[src/rtl/lane_pkg.sv]
// Shared definitions for the four-lane packet arbiter: FSM state type,
// lane count, packet header tag field positions and default word width.
package lane_pkg;

    typedef enum logic {
        IDLE  = 1'b0,
        GRANT = 1'b1
    } arb_state_t;

    localparam int NUM_LANES      = 4;
    localparam int LANE_IDX_W     = 2;

    // Packet word layout: [34:32] header tag, [31:0] payload.
    localparam int DEFAULT_DATA_W = 35;
    localparam int TAG_LSB        = 32;
    localparam int TAG_MSB        = 34;
    localparam int TAG_W          = TAG_MSB - TAG_LSB + 1;
    localparam int PAYLOAD_W      = 32;

    // Width of each per-lane grant statistics counter.
    localparam int STATS_W        = 16;

    // Lane that follows the given one in round-robin order (wraps 3 -> 0).
    function automatic logic [LANE_IDX_W-1:0] next_lane(input logic [LANE_IDX_W-1:0] lane);
        return lane + LANE_IDX_W'(1);
    endfunction

endpackage

[src/rtl/lane_arbiter_rr_pick.sv]
// Round-robin picker: returns the first requesting lane found by searching
// upward from ptr and wrapping past the top lane. Purely combinational.
module rr_pick
    import lane_pkg::*;
(
    input  logic [NUM_LANES-1:0]  req,
    input  logic [LANE_IDX_W-1:0] ptr,
    output logic [LANE_IDX_W-1:0] winner,
    output logic                  any_req
);

    logic [LANE_IDX_W-1:0] idx;

    // Walk the offsets from farthest to nearest so the nearest requester wins.
    always_comb begin
        winner  = ptr;
        any_req = 1'b0;
        idx     = '0;
        for (int k = NUM_LANES - 1; k >= 0; k--) begin
            idx = ptr + LANE_IDX_W'(k);
            if (req[idx]) begin
                winner  = idx;
                any_req = 1'b1;
            end
        end
    end

endmodule

[src/rtl/lane_arbiter.sv]
// lane_arbiter: four-lane round-robin packet arbiter feeding one shared
// downstream buffer. A lane holds its grant for a whole packet; a packet
// longer than MAX_BEATS is cut with a forced end-of-packet on beat MAX_BEATS.
//
// Optional build macro LANE_ARBITER_STATS_EN adds the grant_count output
// (one saturating 16-bit grant-entry counter per lane).
//
// state | meaning
// ------+------------------------------------------------------------------
// IDLE  | no grant; outputs quiet; picks the round-robin winner if any lane
//       | requests and moves to GRANT on the next edge
// GRANT | granted lane's stream passes straight through to the output port;
//       | leaves on an accepted beat carrying out_last
module lane_arbiter
    import lane_pkg::*;
#(
    parameter int DATA_W    = DEFAULT_DATA_W,
    parameter int MAX_BEATS = 16
) (
    input  logic                        clk,
    input  logic                        reset,
    input  logic [NUM_LANES-1:0]        req_valid,
    input  logic [NUM_LANES*DATA_W-1:0] req_data,
    input  logic [NUM_LANES-1:0]        req_last,
    output logic [NUM_LANES-1:0]        req_ready,
    output logic                        out_valid,
    output logic [DATA_W-1:0]           out_data,
    output logic                        out_last,
    input  logic                        out_ready,
    output logic [LANE_IDX_W-1:0]       grant_lane,
    output logic                        busy
`ifdef LANE_ARBITER_STATS_EN
    ,
    output logic [NUM_LANES*STATS_W-1:0] grant_count
`endif
);

    // Beat counter only needs to reach MAX_BEATS-1: that beat is always the last.
    localparam int                CNT_W     = $clog2(MAX_BEATS);
    localparam logic [CNT_W-1:0]  LAST_BEAT = CNT_W'(MAX_BEATS - 1);

    arb_state_t             state_q;
    logic [LANE_IDX_W-1:0]  rr_ptr_q;
    logic [CNT_W-1:0]       beat_cnt_q;

    logic [LANE_IDX_W-1:0]  pick_lane;
    logic                   pick_any;
    logic                   forced;
    logic                   beat_acc;
    logic [DATA_W-1:0]      lane_word [NUM_LANES];

    rr_pick u_rr_pick (
        .req     (req_valid),
        .ptr     (rr_ptr_q),
        .winner  (pick_lane),
        .any_req (pick_any)
    );

    // Split the flat request bus into one word per lane.
    always_comb begin
        for (int n = 0; n < NUM_LANES; n++) begin
            lane_word[n] = req_data[n*DATA_W +: DATA_W];
        end
    end

    assign forced   = (beat_cnt_q == LAST_BEAT);
    assign beat_acc = out_valid & out_ready;

    // Zero-latency pass-through of the granted lane; everything quiet in IDLE.
    always_comb begin
        req_ready = '0;
        out_valid = 1'b0;
        out_data  = '0;
        out_last  = 1'b0;
        if (state_q == GRANT) begin
            out_valid             = req_valid[grant_lane];
            out_data              = lane_word[grant_lane];
            out_last              = req_last[grant_lane] | forced;
            req_ready[grant_lane] = out_ready;
        end
    end

    // Grant FSM with registered grant_lane/busy; a deasserted requester simply
    // stalls the grant, it never releases it.
    always_ff @(posedge clk or negedge reset) begin
        if (!reset) begin
            state_q    <= IDLE;
            rr_ptr_q   <= '0;
            beat_cnt_q <= '0;
            grant_lane <= '0;
            busy       <= 1'b0;
        end else begin
            case (state_q)
                IDLE: begin
                    if (pick_any) begin
                        state_q    <= GRANT;
                        grant_lane <= pick_lane;
                        busy       <= 1'b1;
                        beat_cnt_q <= '0;
                    end
                end
                GRANT: begin
                    if (beat_acc) begin
                        if (out_last) begin
                            state_q    <= IDLE;
                            busy       <= 1'b0;
                            rr_ptr_q   <= next_lane(grant_lane);
                            beat_cnt_q <= '0;
                        end else begin
                            beat_cnt_q <= beat_cnt_q + 1'b1;
                        end
                    end
                end
                default: begin
                    state_q <= IDLE;
                    busy    <= 1'b0;
                end
            endcase
        end
    end

`ifdef LANE_ARBITER_STATS_EN
    logic [NUM_LANES-1:0][STATS_W-1:0] grant_cnt_q;

    // Count grant entries per lane, holding at all-ones once saturated.
    always_ff @(posedge clk or negedge reset) begin
        if (!reset) begin
            grant_cnt_q <= '0;
        end else if (state_q == IDLE && pick_any && grant_cnt_q[pick_lane] != '1) begin
            grant_cnt_q[pick_lane] <= grant_cnt_q[pick_lane] + 1'b1;
        end
    end

    assign grant_count = grant_cnt_q;
`endif

endmodule

[config.mk]
export PLATFORM = sky130hd
export DESIGN_NAME = lane_arbiter
export DESIGN_NICKNAME = d
export VERILOG_FILES = /design/src/rtl/lane_pkg.sv /design/src/rtl/lane_arbiter_rr_pick.sv /design/src/rtl/lane_arbiter.sv
export SDC_FILE = /design/constraint.sdc
export NUM_CORES = 1
export LEC_CHECK = 0
export ABC_CLOCK_PERIOD_IN_PS = 2370
export BUFFER_PORTS_ARGS = -buffer_cell sky130_fd_sc_hd__buf_2
export CORE_ASPECT_RATIO = 0.7
export CORE_MARGIN = 3
export CORE_UTILIZATION = 35
export CTS_CLUSTER_SIZE = 14
export DETAILED_ROUTE_END_ITERATION = 6
export PLACE_DENSITY = 0.82
export SLEW_MARGIN = 20
export SYNTH_ARGS = -nofsm -noshare
export SYNTH_HDL_FRONTEND = slang
export SYNTH_SLANG_ARGS = --single-unit
[constraint.sdc]
create_clock -name clk -period 2.37 [get_ports clk]
set_clock_uncertainty 0.1 [all_clocks]
set_input_delay 0.474 -clock clk [delete_from_list [all_inputs] [get_ports clk]]
set_output_delay 0.474 -clock clk [all_outputs]
set_load 0.02 [all_outputs]
* Word-level counts from Yosys, hierarchy flattened
Cells that the tools add are included.
** Operators by class
- Add/subtract/negate cells :: 5
- Magnitude comparators :: 7
- Eq/ne operators :: 4
- Muxes and demuxes :: 41
- Bitwise operators :: 5
- Reduce and logical (&&, ||, !) cells :: 5
** Operators by type and width (number)
- 2-to-1 mux 35 bit :: 3
- binary-select mux 35 bit (select 2 bit) :: 1
- 2-to-1 mux 1 bit :: 19
- 2-to-1 mux 4 bit :: 4
- < comparator 2 x 3 -> 1 bit (second input constant) :: 5
- binary-select mux 1 bit (select 2 bit) :: 6
- 2-to-1 mux 2 bit :: 4
- case mux 4 bit (2 select lines) :: 1
- AND reduction 3 bit :: 2
- adder 2 x 1 -> 2 bit (second input constant) :: 2
- adder 2 bit (second input constant) :: 2
- adder 4 x 1 -> 4 bit (second input constant) :: 1
- AND 4 bit :: 1
- == test 4 bit (second input constant) :: 1
- inequality test 2 bit (second input constant) :: 2
- case mux 1 bit (2 select lines) :: 2
- AND reduction 2 bit :: 2
- greater-or-equal comparator 3 bit (second input constant) :: 1
- NOT 2 -> 3 bit :: 1
- demux 1 bit (select 2 bit) :: 1
- greater-or-equal comparator 2 x 1 -> 1 bit (second input constant) :: 1
- inequality test 2 x 1 -> 1 bit (second input constant) :: 1
- AND 1 bit :: 1
- logical AND 1 bit :: 1
- other kinds (2) :: 2
** Storage, ports and cells
- Register bits after elaboration :: 10
- Input bits :: 151
- Word-level logic and storage cells :: 72

* Longest topological paths before layout
- Depth in word-level cells :: 9
- Mapped depth :: 5
- Gate-level depth less buffers :: 5

* Cells and area by module
A second synthesis with hierarchy kept.
** Unflattened totals
- Cells, all modules :: 158
- Area total of the unflattened synthesis :: 1793.0 um^2
** Modules (own cells, without submodules)
- lane_arbiter :: instances 1, cells an instance 142, area each 1692.9 um^2, seq. area each 250.2 um^2
- rr_pick :: instances 1, cells an instance 16, area each 100.1 um^2, seq. area each 0.0 um^2

* Worst setup path after synthesis
OpenSTA, ideal clock, no wires.
- Path kind :: register to output
- Start point :: reg grant_lane[0]
- End point :: out out_data[13]
- Data arrival time :: 1.825 ns
- Setup slack :: -0.029 ns
- Cell stages (with the launch flop) :: 5
- Buffers on the path :: 2
- Cells stage by stage :: dfrtp_1 > buf_2 > buf_4 > mux4_2 > and2_1
** On the way
- Longest elaborated chain between the ends :: 5
** Ends and longest elaborated chain
- start: declaration :: RTL line lane_arbiter.sv:30 : output logic [LANE_IDX_W-1:0] grant_lane,
- start signal: assignment :: RTL line lane_arbiter.sv:97 : grant_lane <= pick_lane;
- NOT 2 -> 3 bit (implied by the code) :: RTL line lane_arbiter.sv:77 : out_data = lane_word[grant_lane];
- binary-select mux 35 bit (select 2 bit) :: RTL line lane_arbiter.sv:77
- 2-to-1 mux 35 bit (implied by the code) (2 in a row) :: RTL line lane_arbiter.sv:77
- 2-to-1 mux 35 bit :: RTL line lane_arbiter.sv:75 : if (state_q == GRANT) begin
- end: declaration :: RTL line lane_arbiter.sv:27 : output logic [DATA_W-1:0] out_data,
No other way between the ends. The select of a mux whose other input is x is not followed.

* Final worst setup path
- Start point :: reg grant_lane[0]
- End point :: out out_valid
** On the way
- Longest elaborated chain between the ends :: 3
** Ends and longest elaborated chain
- binary-select mux 1 bit (select 2 bit) :: RTL line lane_arbiter.sv:76 : out_valid = req_valid[grant_lane];
- 2-to-1 mux 1 bit (implied by the code) :: RTL line lane_arbiter.sv:76
- 2-to-1 mux 1 bit :: RTL line lane_arbiter.sv:75
- end: declaration :: RTL line lane_arbiter.sv:26 : output logic out_valid,
No other way between the ends. The select of a mux whose other input is x is not followed.

==> results.py <==
metrics = {
    "setup_path": {
        "worstPathArrival_ns": 1.78,
        "r2r_end": "rr_ptr_q[1]",
        "start_kind": "register",
        "path_class": "register to output port",
        "rrSetupSlack_ns": 0.21,
        "r2r-start": "grant_lane[0]",
        "endpoint_kind": "output port",
        "critPathRequiredTime_ns": 1.80,
        "critical_path_peak_fanout": 5,
        "r2r.worst_path.cells": 6,
    },
    "global_routing": {
        "grt_pass1_vias": 2308,
        "overflow": 0,
        "grtUsageTotal": 0.222,
        "grt_first_pass_wirelength_mm": 10.6,
        "grt_max_degree": 26,
        "antenna_found_initial": 0,
    },
    "final_layout": {
        "syn_to_final_growth_pct": 75.4,
        "final_cell_mix": "buf_2 (185), mux4_2 (37), and2_1 (31), buf_4 (15), dfrtp_1 (8)",
        "fin_area_sq_um": 3050,
        "nets": 509,
        "stdcell_count": 418,
        "drive_above_1_share": 0.733,
        "layout_commonest_cell": "buf_2",
        "num_antenna_cells": 0,
    },
    "floorplanning": {
        "chipHeight_microns": 65.0,
        "num_rows": 20,
        "coreArea_sq_um": 4550,
        "chipWidth_microns": 90.3,
        "die_area_sq_um": 5870,
        "io_pins": 195,
        "start_util": 0.382,
    },
    "sta": {
        "fmax_mhz": 426,
        "worstMarginPinSlew_ns": 0.537,
        "finalHoldViolations": 0,
        "finalSetupViolCount": 0,
        "fin_crit_sh": 0.992,
        "drv_slew": 0,
        "period_needed_ns": 2.35,
        "max-slew-margin-rel": 0.642,
        "rsz0062_at_grt": "yes",
    },
    "worst_hold_path": {
        "holdPathEnd": "beat_cnt_q[0]",
        "holdPathStages": 1,
        "min_from": "beat_cnt_q[0]",
        "hold_class": "register to register",
    },
    "place": {
        "placed_cell_area_sq_um": 2820,
        "io_buffer_count": 194,
        "place_inst": 405,
        "gp_congestion": 0.808,
        "post-dp-hpwl_mm": 5.79,
    },
    "synthesis": {
        "ys_seq_area_frac": 0.144,
        "synth.avg_cell_area_sq_um": 11.5,
        "synth_area_sq_um": 1740,
        "yosysUniqueCellTypes": 30,
        "synthCells": 151,
        "ys_warn_count": 0,
        "synth_nets": 307,
        "synth_seq_cells": 10,
    },
    "cts": {
        "tritoncts": "yes",
        "cts_buffer_depth": 2,
        "cts_root_buf": "clkbuf_8",
        "clk_latency_ns": 0.24,
        "clk_pin_slew_ns": 0.05,
        "htreeDepth": 1,
        "cts_made_buffers": 3,
        "cts.sinks": 10,
    },
    "routing": {
        "wl_per_cell_microns": 16.9,
        "ant_nets": 0,
        "vias_per_cell": 5.17,
        "firstDrtPassIters": 4,
        "dr_total_vias": 2161,
        "drc_errors": 0,
        "drt_first_iter_violations": 60,
        "wirelength_mm": 7.08,
    },
    "power_and_ir_drop": {
        "power_w": 0.00341,
        "static-leakage-power_nw": 1.55,
        "ir_worst_vdd_v": 0.000531,
        "pwr_density_cell_nw_per_um2": 1120,
    },
    "outcome": {
        "outcome": "finished clean",
    },
    "flow_run": {
        "maxCapViolations": 0,
    },
}
-- cells in the mapped netlist, drive strengths merged --
cell type | count | area, sq um
or3 | 1 | 6.26
nor3 | 3 | 15.0
o221ai | 1 | 8.76
a21oi | 2 | 10.0
or4 | 1 | 7.51
a22o | 2 | 17.5
nand2b | 3 | 18.8
ha | 5 | 62.6
mux2i | 1 | 10.0
o21ai | 6 | 33.8
o21a | 2 | 15.0
and2 | 38 | 238
nor2 | 4 | 15.0
inv | 4 | 15.0
nand3 | 1 | 5.00
mux2 | 2 | 22.5
nand2 | 4 | 15.0
nor2b | 2 | 12.5
and3 | 6 | 37.5
buf | 6 | 36.3
dfrtp | 10 | 250
clkbuf | 6 | 22.5
o2bb2ai | 2 | 17.5
a2bb2oi | 1 | 8.76
a211oi | 1 | 7.51
mux4 | 37 | 833
-- power by group --
group / internal (W) / leakage, nW / switching, W
logic: 0.00152 / 1.41 / 0.00138
registers: 0.000238 / 0.119 / 0.0000894
clock network: 0.000118 / 0.0228 / 0.0000673
total: 0.00187 / 1.55 / 0.00153
-- cell families (layout without fill, tap and decap cells) --
logic type      count (synthesis)  count (layout)  share of synthesized area
flops                          10              10                      0.144
buf+inv                        16             217                     0.0424
simple gates                   63              63                      0.213
compound gates                 17              17                     0.0683
fa+ha+maj                       5               5                     0.0359
mux                            40              40                      0.497
-- worst max-delay path: stages, from the launching register on --
cell	delay, ns
dfrtp_2	0.43
clkbuf_16	0.16
buf_4	0.15
buf_4	0.14
mux4_2	0.31
and2_1	0.19
buf_2	0.16
-- worst max path at each step --
stage                   from            to  slack, ns  cells after the start
5_1_grt        grant_lane[0]      out_last      -0.03                      6
4_1_cts        grant_lane[0]      out_last       0.02                      5
2_1_floorplan  grant_lane[0]  out_data[13]       0.05                      4
3_5_place_dp   grant_lane[0]      out_last       0.28                      5
3_3_place_gp   grant_lane[0]      out_last       0.30                      5
6_report       grant_lane[0]     out_valid       0.02                      6
-- flip-flops by register name, indices dropped and copies added, names as in the netlist --
| register | flops |
|---|---|
| beat_cnt_q | 4 |
| grant_lane | 2 |
| rr_ptr_q | 2 |
| busy | 1 |
| state_q | 1 |
-- final cells by class --
cell class / count / area (sq um)
Tap cell: 66 / 82.6
Multi-Input combinational cell: 125 / 1440
Clock buffer: 4 / 45.0
Fill cell: 399 / 1500
Inverter: 4 / 15.0
Timing Repair Buffer: 209 / 1220
Sequential cell: 10 / 253
-- stage by stage --
| stage | setup TNS [ns] | util | hold WS [ns] | setup WS (ns) |
|---|---|---|---|---|
| global route | -0.296 | 0.671 | 0.417 | -0.0322 |
| finish | 0 | 0.671 | 0.398 | 0.0199 |
| global placement | 0 | 0.620 | 0.240 | 0.296 |
| detailed placement | 0 | 0.620 | 0.242 | 0.277 |
| floorplan | 0 | - | 0.0784 | 0.0539 |
| CTS | 0 | 0.632 | 0.400 | 0.0170 |
-- layer usage --
layer / wire, microns / share of wire / up-vias / GRT usage
met5: 0 / 0 / - / 0
met4: 100 / 0.014 / 0 / 0.0439
met3: 557 / 0.079 / 11 / 0.0487
met2: 3700 / 0.52 / 113 / 0.428
met1: 2720 / 0.38 / 1039 / 0.255
li1: - / - / 998 / -
-- timing repair --
action | CTS | global route
resized for setup | 0 | 18
hold endpoints to repair | 10 | 0
setup buffers | 0 | 5
hold buffers | 1 | 0
endpoints found under the setup margin | 0 | 5
No activity file was read; power rests on OpenSTA's default activity.
